**config.mk**
```make
export PLATFORM = sky130hd
export DESIGN_NAME = rtc_bcd_clock_flat
export DESIGN_NICKNAME = d
export VERILOG_FILES = /design/src/rtl/rtc_pkg.sv /design/src/rtl/rtc_bcd_clock_if.sv /design/src/rtl/bcd_mod_counter.sv /design/src/rtl/rtc_bcd_clock.sv /design/src/flat_wrapper.sv
export SDC_FILE = /design/constraint.sdc
export NUM_CORES = 1
export LEC_CHECK = 0
export CAP_MARGIN = 20
export CORE_UTILIZATION = 51
export CTS_CLUSTER_SIZE = 14
export DETAILED_ROUTE_END_ITERATION = 10
export PLACE_DENSITY = 0.81
export REMOVE_ABC_BUFFERS = 1
export SLEW_MARGIN = 0
export SYNTH_ARGS = -nofsm -noshare
export SYNTH_HDL_FRONTEND = slang
export SYNTH_HIERARCHICAL = 1
export SYNTH_SLANG_ARGS = --single-unit
```
**constraint.sdc**
```tcl
create_clock -name clk_clk -period 6.3 [get_ports clk_clk]
set_input_delay 0.945 -clock clk_clk [delete_from_list [all_inputs] [get_ports clk_clk]]
set_output_delay 0.945 -clock clk_clk [all_outputs]
set_load 0.005 [all_outputs]
```
**src/rtl/rtc_pkg.sv**
```systemverilog
// Shared types, BCD limits and helpers for the BCD real-time clock.
package rtc_pkg;

    // FSM state; the encoding is exported on mode_o.
    typedef enum logic [2:0] {
        ST_RUN     = 3'd0,
        ST_SET_HH  = 3'd1,
        ST_SET_MM  = 3'd2,
        ST_SET_AHH = 3'd3,
        ST_SET_AMM = 3'd4
    } rtc_state_e;

    localparam logic [7:0] BCD_MAX_HH = 8'h23;
    localparam logic [7:0] BCD_MAX_MS = 8'h59;

    // Two-digit BCD increment that wraps max_v -> 00.
    function automatic logic [7:0] bcd_inc(input logic [7:0] v, input logic [7:0] max_v);
        if (v == max_v) begin
            return 8'h00;
        end
        if (v[3:0] == 4'd9) begin
            return {v[7:4] + 4'd1, 4'd0};
        end
        return {v[7:4], v[3:0] + 4'd1};
    endfunction

    // 24h BCD hours to 12h display hours: 00 -> 12, 13..23 -> 01..11.
    function automatic logic [7:0] to_12h(input logic [7:0] hours_bcd);
        logic [4:0] bin;
        bin = 5'(hours_bcd[7:4]) * 5'd10 + 5'(hours_bcd[3:0]);
        if (bin == 5'd0) begin
            bin = 5'd12;
        end else if (bin > 5'd12) begin
            bin = bin - 5'd12;
        end
        if (bin >= 5'd10) begin
            return {4'd1, 4'(bin - 5'd10)};
        end
        return {4'd0, bin[3:0]};
    endfunction

endpackage

```
**src/rtl/rtc_bcd_clock_if.sv**
```systemverilog
// Board-side bundle of the clock core: buttons, switches, digits, buzzer.
interface rtc_bcd_clock_if #(
    parameter int NUM_DIGITS = 6,
    parameter int BUZZ_W     = 10
);
    logic [1:0]              button_i;
    logic [7:0]              switch_i;
    logic [4*NUM_DIGITS-1:0] digits_o;
    logic                    pm_o;
    logic [2:0]              mode_o;
    logic                    tick_o;
    logic [BUZZ_W-1:0]       buzzer_o;

    // Board / stimulus side.
    modport master (
        output button_i, switch_i,
        input  digits_o, pm_o, mode_o, tick_o, buzzer_o
    );

    // Clock core side.
    modport slave (
        input  button_i, switch_i,
        output digits_o, pm_o, mode_o, tick_o, buzzer_o
    );
endinterface

```
**src/rtl/bcd_mod_counter.sv**
```systemverilog
// Two-digit BCD counter that wraps MAX_BCD -> 00; carry_o flags the wrap.
module bcd_mod_counter
    import rtc_pkg::*;
#(
    parameter logic [7:0] MAX_BCD = 8'h59
) (
    input  logic       clk_clk,
    input  logic       reset_reset,
    input  logic       inc,
    input  logic       clr,
    output logic       carry_o,
    output logic [7:0] value_o
);
    logic [7:0] value_q;

    // Clear has priority over increment.
    always_ff @(posedge clk_clk) begin
        if (reset_reset || clr) begin
            value_q <= 8'h00;
        end else if (inc) begin
            value_q <= bcd_inc(value_q, MAX_BCD);
        end
    end

    assign carry_o = inc && (value_q == MAX_BCD);
    assign value_o = value_q;

endmodule

```
**src/rtl/rtc_bcd_clock.sv**
```systemverilog
// BCD real-time clock: prescaler, set-mode FSM, alarm/buzzer and digit mux.
module rtc_bcd_clock
    import rtc_pkg::*;
#(
    parameter int CLK_FREQ_HZ = 50000000,
    parameter int NUM_DIGITS  = 6,
    parameter int ALARM_SECS  = 60,
    parameter int BUZZ_W      = 10
) (
    input  logic            clk_clk,
    input  logic            reset_reset,
    rtc_bcd_clock_if.slave  bus
);
    localparam int CNT_W  = (CLK_FREQ_HZ > 1) ? $clog2(CLK_FREQ_HZ) : 1;
    localparam int RING_W = $clog2(ALARM_SECS + 1);
    localparam int NPAIR  = NUM_DIGITS / 2;
    localparam int PAIR_OFS = 3 - NPAIR;
    localparam logic [CNT_W-1:0]  CNT_LAST  = CNT_W'(CLK_FREQ_HZ - 1);
    localparam logic [CNT_W-1:0]  CNT_HALF  = CNT_W'(CLK_FREQ_HZ / 2);
    localparam logic [RING_W-1:0] RING_LAST = RING_W'(ALARM_SECS - 1);

    if (NUM_DIGITS != 4 && NUM_DIGITS != 6) begin : g_bad_digits
        $error("rtc_bcd_clock: NUM_DIGITS must be 4 or 6");
    end

    rtc_state_e        state_q;
    logic [CNT_W-1:0]  cnt_q;
    logic [1:0]        btn_q;
    logic              sw_alm_q;
    logic              ring_q;
    logic [RING_W-1:0] ring_cnt_q;
    logic [4*NUM_DIGITS-1:0] digits_q;
    logic [4*NUM_DIGITS-1:0] digits_d;
    logic              pm_q;

    logic [1:0] btn_rise;
    logic       consume, mode_adv, inc_act;
    logic       running, tick, phase;
    logic [7:0] sec_v, min_v, hr_v, alm_mm_v, alm_hh_v;
    logic       sec_carry, min_carry;
    logic       unused_hr_carry, unused_alm_mm_carry, unused_alm_hh_carry;
    logic [7:0] min_after, hr_after;
    logic       ring_start, sw_fall;
    logic       show_alarm;
    logic [7:0] pair_val [3];

    // Button/switch edge detection; a press that silences the alarm is swallowed.
    assign btn_rise = bus.button_i & ~btn_q;
    assign sw_fall  = sw_alm_q & ~bus.switch_i[1];
    assign consume  = ring_q && (|btn_rise);
    assign mode_adv = btn_rise[0] && !consume;
    assign inc_act  = btn_rise[1] && !btn_rise[0] && !consume;

    // Time is frozen only while the time itself is being edited.
    assign running = (state_q != ST_SET_HH) && (state_q != ST_SET_MM);
    assign tick    = running && (cnt_q == CNT_LAST);
    assign phase   = cnt_q < CNT_HALF;

    // Edge-detect history registers.
    always_ff @(posedge clk_clk) begin
        if (reset_reset) begin
            btn_q    <= 2'b00;
            sw_alm_q <= 1'b0;
        end else begin
            btn_q    <= bus.button_i;
            sw_alm_q <= bus.switch_i[1];
        end
    end

    // 1 Hz prescaler, parked at 0 while time is being set.
    always_ff @(posedge clk_clk) begin
        if (reset_reset || !running || cnt_q == CNT_LAST) begin
            cnt_q <= '0;
        end else begin
            cnt_q <= cnt_q + 1'b1;
        end
    end

    bcd_mod_counter #(.MAX_BCD(BCD_MAX_MS)) u_sec (
        .clk_clk(clk_clk), .reset_reset(reset_reset),
        .inc(tick), .clr(state_q == ST_SET_MM && mode_adv),
        .carry_o(sec_carry), .value_o(sec_v)
    );

    bcd_mod_counter #(.MAX_BCD(BCD_MAX_MS)) u_min (
        .clk_clk(clk_clk), .reset_reset(reset_reset),
        .inc(sec_carry || (state_q == ST_SET_MM && inc_act)), .clr(1'b0),
        .carry_o(min_carry), .value_o(min_v)
    );

    // Only a running carry reaches hours; editing minutes never does.
    bcd_mod_counter #(.MAX_BCD(BCD_MAX_HH)) u_hr (
        .clk_clk(clk_clk), .reset_reset(reset_reset),
        .inc((min_carry && tick) || (state_q == ST_SET_HH && inc_act)), .clr(1'b0),
        .carry_o(unused_hr_carry), .value_o(hr_v)
    );

    bcd_mod_counter #(.MAX_BCD(BCD_MAX_MS)) u_alm_mm (
        .clk_clk(clk_clk), .reset_reset(reset_reset),
        .inc(state_q == ST_SET_AMM && inc_act), .clr(1'b0),
        .carry_o(unused_alm_mm_carry), .value_o(alm_mm_v)
    );

    bcd_mod_counter #(.MAX_BCD(BCD_MAX_HH)) u_alm_hh (
        .clk_clk(clk_clk), .reset_reset(reset_reset),
        .inc(state_q == ST_SET_AHH && inc_act), .clr(1'b0),
        .carry_o(unused_alm_hh_carry), .value_o(alm_hh_v)
    );

    // Set-mode FSM, advanced by an unconsumed MODE edge.
    always_ff @(posedge clk_clk) begin
        if (reset_reset) begin
            state_q <= ST_RUN;
        end else if (mode_adv) begin
            case (state_q)
                ST_RUN:     state_q <= ST_SET_HH;
                ST_SET_HH:  state_q <= ST_SET_MM;
                ST_SET_MM:  state_q <= ST_SET_AHH;
                ST_SET_AHH: state_q <= ST_SET_AMM;
                default:    state_q <= ST_RUN;
            endcase
        end
    end

    // The alarm compares against the hh:mm that this tick is about to produce.
    assign min_after  = bcd_inc(min_v, BCD_MAX_MS);
    assign hr_after   = (min_v == BCD_MAX_MS) ? bcd_inc(hr_v, BCD_MAX_HH) : hr_v;
    assign ring_start = tick && bus.switch_i[1] && (state_q == ST_RUN) &&
                        (sec_v == BCD_MAX_MS) && (min_after == alm_mm_v) &&
                        (hr_after == alm_hh_v);

    // Ring control: start on the alarm minute, stop on timeout/button/switch/mode.
    always_ff @(posedge clk_clk) begin
        if (reset_reset) begin
            ring_q     <= 1'b0;
            ring_cnt_q <= '0;
        end else if (consume || sw_fall || state_q != ST_RUN) begin
            ring_q     <= 1'b0;
            ring_cnt_q <= '0;
        end else if (ring_start) begin
            ring_q     <= 1'b1;
            ring_cnt_q <= '0;
        end else if (ring_q && tick) begin
            if (ring_cnt_q == RING_LAST) begin
                ring_q <= 1'b0;
            end else begin
                ring_cnt_q <= ring_cnt_q + 1'b1;
            end
        end
    end

    // Display source: alarm setting while editing it, otherwise live time.
    always_comb begin
        show_alarm  = (state_q == ST_SET_AHH) || (state_q == ST_SET_AMM);
        pair_val[2] = show_alarm ? alm_hh_v : hr_v;
        if (bus.switch_i[0]) begin
            pair_val[2] = to_12h(pair_val[2]);
        end
        pair_val[1] = show_alarm ? alm_mm_v : min_v;
        pair_val[0] = show_alarm ? 8'h00 : sec_v;
    end

    // Pack the displayed digit pairs, least significant pair at the bottom.
    for (genvar gi = 0; gi < NPAIR; gi++) begin : g_pair
        assign digits_d[8*gi +: 8] = pair_val[gi + PAIR_OFS];
    end

    // Registered display outputs.
    always_ff @(posedge clk_clk) begin
        if (reset_reset) begin
            digits_q <= '0;
            pm_q     <= 1'b0;
        end else begin
            digits_q <= digits_d;
            pm_q     <= (hr_v >= 8'h12);
        end
    end

    assign bus.digits_o = digits_q;
    assign bus.pm_o     = pm_q;
    assign bus.mode_o   = state_q;
    assign bus.tick_o   = tick;
    assign bus.buzzer_o = {BUZZ_W{ring_q & phase}};

endmodule

```
**src/flat_wrapper.sv**
```systemverilog
// flat-port wrapper written by rule: the top's interface ports become plain ports
module rtc_bcd_clock_flat import rtc_pkg::*;
#(
    parameter int CLK_FREQ_HZ = 50000000,
    parameter int NUM_DIGITS  = 6,
    parameter int ALARM_SECS  = 60,
    parameter int BUZZ_W      = 10
)
  (clk_clk, reset_reset, bus_button_i, bus_switch_i, bus_digits_o, bus_pm_o, bus_mode_o, bus_tick_o, bus_buzzer_o);
  rtc_bcd_clock_if #(.NUM_DIGITS(NUM_DIGITS), .BUZZ_W(BUZZ_W)) bus_i ();
  input  logic clk_clk;
  input  logic reset_reset;
  input wire logic [$bits(bus_i.button_i)-1:0] bus_button_i;
  input wire logic [$bits(bus_i.switch_i)-1:0] bus_switch_i;
  output wire logic [$bits(bus_i.digits_o)-1:0] bus_digits_o;
  output wire logic [$bits(bus_i.pm_o)-1:0] bus_pm_o;
  output wire logic [$bits(bus_i.mode_o)-1:0] bus_mode_o;
  output wire logic [$bits(bus_i.tick_o)-1:0] bus_tick_o;
  output wire logic [$bits(bus_i.buzzer_o)-1:0] bus_buzzer_o;
  assign bus_i.button_i = bus_button_i;
  assign bus_i.switch_i = bus_switch_i;
  assign bus_digits_o = bus_i.digits_o;
  assign bus_pm_o = bus_i.pm_o;
  assign bus_mode_o = bus_i.mode_o;
  assign bus_tick_o = bus_i.tick_o;
  assign bus_buzzer_o = bus_i.buzzer_o;
  rtc_bcd_clock #(.CLK_FREQ_HZ(CLK_FREQ_HZ), .NUM_DIGITS(NUM_DIGITS), .ALARM_SECS(ALARM_SECS), .BUZZ_W(BUZZ_W)) u_core (.clk_clk(clk_clk), .reset_reset(reset_reset), .bus(bus_i));
endmodule
```
**After elaboration in Yosys (flattened, before gate mapping)**

Cells that the tools add are included.

- Output and inout bits: 39
- Register bits: 104

- Multiply operators: 1
- Reduce and logical (&&, ||, !) cells: 52
- $lt $le $gt $ge: 4
- Equal/unequal tests: 20
- Mux-type cells: 76
- Add/sub/neg operators: 15
- Bitwise logic cells: 6

Operators with widths:

| operator | count |
|---|---|
| 2-to-1 mux 8 bit | 30 |
| 2-to-1 mux 1 bit | 42 |
| adder 4 x 1 -> 4 bit (second input constant) | 10 |
| adder 26 x 1 -> 26 bit (second input constant) | 1 |
| equality test 26 bit (second input constant) | 1 |
| less-than comparator 26 x 25 -> 1 bit (second input constant) | 1 |
| equality test 8 x 7 -> 1 bit (second input constant) | 3 |
| equality test 4 bit (second input constant) | 5 |
| logical AND 1 bit | 20 |
| equality test 8 x 6 -> 1 bit (second input constant) | 2 |
| equality test 8 bit | 2 |
| 2-to-1 mux 5 bit | 3 |
| AND reduction 2 bit | 7 |
| nonzero test 2 bit | 7 |
| one-hot mux 3 bit (4 select lines) | 1 |
| >= comparator 8 x 5 -> 1 bit (second input constant) | 1 |
| logical OR 1 bit | 8 |
| adder 6 x 1 -> 6 bit (second input constant) | 1 |
| equality test 3 x 2 -> 1 bit (second input constant) | 2 |
| equality test 6 bit (second input constant) | 1 |
| OR reduction 2 bit | 3 |
| adder 5 x 4 -> 5 bit | 1 |
| >= comparator 5 x 4 -> 1 bit (second input constant) | 1 |
| greater-than comparator 5 x 4 -> 1 bit (second input constant) | 1 |
| 16 further kinds | 20 |

**Depth between registers and ports, before layout**

- Depth in word-level cells: 18
- Depth in mapped cells: 23
- Gate-level depth less buffers: 22

**Hierarchy**

The synthesis kept the hierarchy.

By module, submodules not included:

| module | seq. area each (um^2) | cells each | times used | area an instance (um^2) |
|---|---|---|---|---|
| rtc_bcd_clock | 1,281.2 | 503 | 1 | 4,067.7 |
| bcd_mod_counter at u_core.u_alm_mm ... | 160.2 | 50 | 3 | 432.9 |
| bcd_mod_counter at u_core.u_alm_hh ... | 160.2 | 54 | 2 | 485.5 |

**Worst setup path after synthesis**

Ideal clock, no wire load.

- Kind: register to register
- Start point: register u_core.state_q[1], in the netlist u_core/bus.mode_o[1]
- End point: register u_core.digits_q[17], in the netlist u_core/bus.digits_o[17]
- Cell stages (with the launch flop): 24
- Period minus slack after synthesis: 4.394 ns
- Required time: 6.163 ns
- Setup slack: 1.906 ns
- Library setup time: 0.137 ns
- Arrival time: 4.256 ns
- Path buffers: 2
- Path through: dfxtp_1 buf_2 nor2b_1 a21o_1 clkbuf_1 nand2_1 nand2_1 ha_1 ha_1 inv_1 xnor2_1 ha_1 inv_1 a2111oi_0 a211oi_1 mux2i_1 nand2_1 nand3_1 o21ai_0 ha_1 inv_1 a211o_1 a2bb2oi_2 o311ai_2

- Cells in the longest elaborated chain, start to end: 14
- Elaborated cells between the ends (all ways): 19
- Classes of those cells: add/sub (3); mul (1); order compare (2); eq/ne (2); mux (9); reduce/logical (2)

Ends and longest elaborated chain:

| element | line | RTL |
|---|---|---|
| from (decl) | rtc_bcd_clock.sv:26 | `rtc_state_e state_q;` |
| from (signal assigned) | rtc_bcd_clock.sv:113 | `state_q <= ST_RUN;` |
| from (signal assigned) | rtc_bcd_clock.sv:116 | `ST_RUN: state_q <= ST_SET_HH;` |
| from (signal assigned) | rtc_bcd_clock.sv:117 | `ST_SET_HH: state_q <= ST_SET_MM;` |
| equality test 3 x 2 -> 1 bit or equality test 3 bit (tied branches) | rtc_bcd_clock.sv:154 | `show_alarm = (state_q == ST_SET_AHH) \|\| (state_q == ST_SET_AMM);` |
| logical OR 1 bit (*) | rtc_bcd_clock.sv:154 |  |
| 2-to-1 mux 8 bit (*) | rtc_bcd_clock.sv:155 | `pair_val[2] = show_alarm ? alm_hh_v : hr_v;` |
| multiplier 4 x 3 -> 4 bit | rtc_pkg.sv:30 | `bin = 5'(hours_bcd[7:4]) * 5'd10 + 5'(hours_bcd[3:0]);` |
| adder 5 x 4 -> 5 bit | rtc_pkg.sv:30 |  |
| subtractor 5 x 4 -> 5 bit or greater-than comparator 5 x 4 -> 1 bit (tied branches) | rtc_pkg.sv:34, rtc_pkg.sv:33 |  |
| 2-to-1 mux 5 bit | rtc_pkg.sv:33 | `end else if (bin > 5'd12) begin` |
| 2-to-1 mux 5 bit | rtc_pkg.sv:31 | `if (bin == 5'd0) begin` |
| 2-to-1 mux 5 bit | rtc_bcd_clock.sv:156 | `if (bus.switch_i[0]) begin` |
| >= comparator 5 x 4 -> 1 bit | rtc_pkg.sv:36 | `if (bin >= 5'd10) begin` |
| 2-to-1 mux 1 bit | rtc_pkg.sv:36 |  |
| 2-to-1 mux 1 bit | rtc_bcd_clock.sv:156 |  |
| 2-to-1 mux 8 bit | rtc_pkg.sv:39 | `return {4'd0, bin[3:0]};` |
| 2-to-1 mux 8 bit (*) | rtc_bcd_clock.sv:156 |  |
| to (signal assigned) | rtc_bcd_clock.sv:174 | `digits_q <= digits_d;` |
| to (decl) | rtc_bcd_clock.sv:32 | `logic [4*NUM_DIGITS-1:0] digits_q;` |

Every way passes the cells marked *; elsewhere a longest branch is shown, timed or not. The select of a mux whose other input is x is not followed.
A chain may end at the register's enable or synchronous reset.

**Final worst setup path**

- Start point: register u_core.state_q[1], in the netlist u_core/bus.mode_o[1]
- End point: register u_core.digits_q[18], in the netlist u_core/bus.digits_o[18]

The elaborated chain is that of the path after synthesis.

==> results.toml <==
[setup_path]
path_delay_family = "compound AO/OA/AOI/OAI gates"
worst_setup_path_start_kind = "flip-flop"
critical_path.endpoint_type = "flip-flop"
timing.critical_path.mode_cell = "sky130_fd_sc_hd__ha_1"
reg2reg_slack_ps = 870
crit_chain = "nor2b_1, a21o_1, o21ai_0, ha_1, ha_1, a211oi_1, a32oi_1, xnor2_1, ha_1, inv_1, a2111oi_0, a211oi_1, mux2i_1, nand2_1, nand3_1, o21ai_0, ha_1, inv_1, a211o_1, a2bb2oi_2, o311ai_2"
worstPathMaxFanout = 17
timing.critical_path.required_ps = 6530
critical_path_arrival_ps = 5650
path_buf_inv = 2
cp_slowest_stage_delay_ps = 700
critPathSlowestCell = "sky130_fd_sc_hd__dfxtp_1"
critical_path_class = "flip-flop to flip-flop"

[layout]
areaGrowthSynthToFinish_pct = 12.67
num_antenna_cells = 0
layout-drive-gt1-share = 0.07440
number_of_nets_in_the_finished_design = 830

[placement]
port_buffers = 44
gp_congestion = 0.8855
post-dp-hpwl_um = 9366

[clocking]
cts.clk_slew.worst_paths_ps = 70
cts_root_buffer = "sky130_fd_sc_hd__clkbuf_16"
ctsResizeCount = 0
worst_skew_pair.late_latency_ps = 360
cts_hold_repair.buffers = 0
clock_tree.buffer_depth = 2
cts_sinks = 104
postCtsSetupBuffers = 0
cts_inserted_buffers = 9
tritoncts = "yes"
ctsHtreeMaxLevel = 3

[timing]
worst_hold_slack_ps = 479.0
drv_slew = 0
finClkSkew_ps = 9.307
tightest_slew_ps = 872.2
fin_crit_ps = 5426
slew_headroom = 0.4186
report.final.hold_viol_count = 0
achievable-frequency_ghz = 0.1843
rsz0062_at_grt = "no"
finalSetupTns_ps = 0
final.period_utilization = 0.8613
report.final.setup_viol = 0

[route]
drc_errors = 0
via_count = 5396
route.detailed.wl_per_inst_um = 14.00
wl_um = 13450
detail_route.iter0.violations = 417
post_drt_via_cell_ratio = 5.615
detail-route-antenna-nets = 0
first_pass_iters = 5

[yosys]
synth.yosys.warnings = 6
synth_cells = 758
synthesized_area_mm2 = 0.006322
syn-mean-instance-area_um2 = 8.341

[die]
num_io_pins = 51
starting_utilization_of_the_core_area = 0.5242
total_die_area_mm2 = 0.01285
placement_rows = 40
die_height_um = 113.3
die_x_um = 113.3
core_mm2 = 0.01206

[global_route]
number_of_global_route_vias_before_repair = 4728
largest_net_degree_at_the_start_of_global_routing = 34
grt_antenna_before_repair = 0
grt_use_total = 0.2177
wire_length_of_the_first_global_routing_pass_um = 22600
grt_remaining_overflow = 0

[hold_path]
hold_path_class = "flip-flop to flip-flop"

[pwr]
vdd_drop_max_mv = 0.1370
p_leak_nw = 2.646
power.density_mw_per_mm2 = 176.5

[run]
maxCapViolations = 0

[status]
run_status = "completed"
==> flip-flops by register name, summed over array words and instances, names as in the netlist <==
signal and count:
u_core/ring_cnt_q 6, u_core/u_alm_mm/value_o 8, u_core/bus.mode_o 3, u_core/bus.pm_o 1, u_core/btn_q 2, u_core/cnt_q 26, u_core/ring_q 1, u_core/u_min/value_o 8
u_core/bus.digits_o 24, u_core/sw_alm_q 1, u_core/u_alm_hh/value_o 8, u_core/u_hr/value_o 8, u_core/u_sec/value_o 8
==> power breakdown <==
group	internal, mW	leakage, nW	total [mW]	switching [mW]
sequential	0.662	0.840	0.670	0.00795
combinational	0.0193	1.67	0.0529	0.0336
clock	0.275	0.139	0.535	0.260
==> per-layer routing <==
layer,vias up,share of wire,GRT usage
li1,2752,-,-
met2,114,0.45,0.3423
met4,0,0.015,0.07544
met3,18,0.043,0.05356
met1,2512,0.49,0.2907
met5,-,0,0
==> through the flow <==
stage	util	cells	worst slack, ps	total power, mW	area [µm²]
2_1_floorplan	-	729	1817	0.7140	6156
3_3_place_gp	0.5673	945	1200	0.7368	6843
3_5_place_dp	0.5673	945	1061	0.7379	6843
4_1_cts	0.5906	961	1009	1.271	7123
5_1_grt	0.5906	961	437.1	1.308	7123
6_report	0.5906	961	874.0	1.258	7123
==> worst paths after layout <==
path                   startpoint                 endpoint  cells past startpoint
max          u_core/bus.mode_o[1]  u_core/bus.digits_o[18]                     21
min               u_core/cnt_q[0]          u_core/cnt_q[0]                      1
max reg2reg  u_core/bus.mode_o[1]  u_core/bus.digits_o[18]                     21
min reg2reg       u_core/cnt_q[0]          u_core/cnt_q[0]                      1
==> cell usage in the layout, fill, tap and decap left out, drive strengths merged, types with 5 or more instances in the layout <==
cell           instances
nor4                   5
xor2                  31
and2                   9
o211ai                 6
a211oi                 7
inv                   41
and3                  18
nor3b                  7
clkbuf                10
or3                   14
nor3                  17
nand4                 17
nand4b                 7
nand3                 27
nor2                  65
nor2b                 16
o32ai                  5
xnor2                 24
a21oi                 52
or2                    7
and4b                  8
dfxtp                104
mux2i                 11
o21ai                 41
or4b                   6
nand2                 68
or4                    6
a31oi                  6
ha                    30
nand2b                11
nand3b                 7
clkdlybuf4s50         44
conb                   8
==> cell type report <==
| type | count | area (µm²) |
|---|---|---|
| clock buffer | 10 | 229.0 |
| sequential | 104 | 2082 |
| timing repair buffer | 48 | 470.5 |
| multi-input combinational | 587 | 3938 |
| inverter | 38 | 142.6 |
| fill | 1063 | 4938 |
| clock inverter | 6 | 51.30 |
| tap | 168 | 210.2 |
Power figures use the tool's default switching activity.
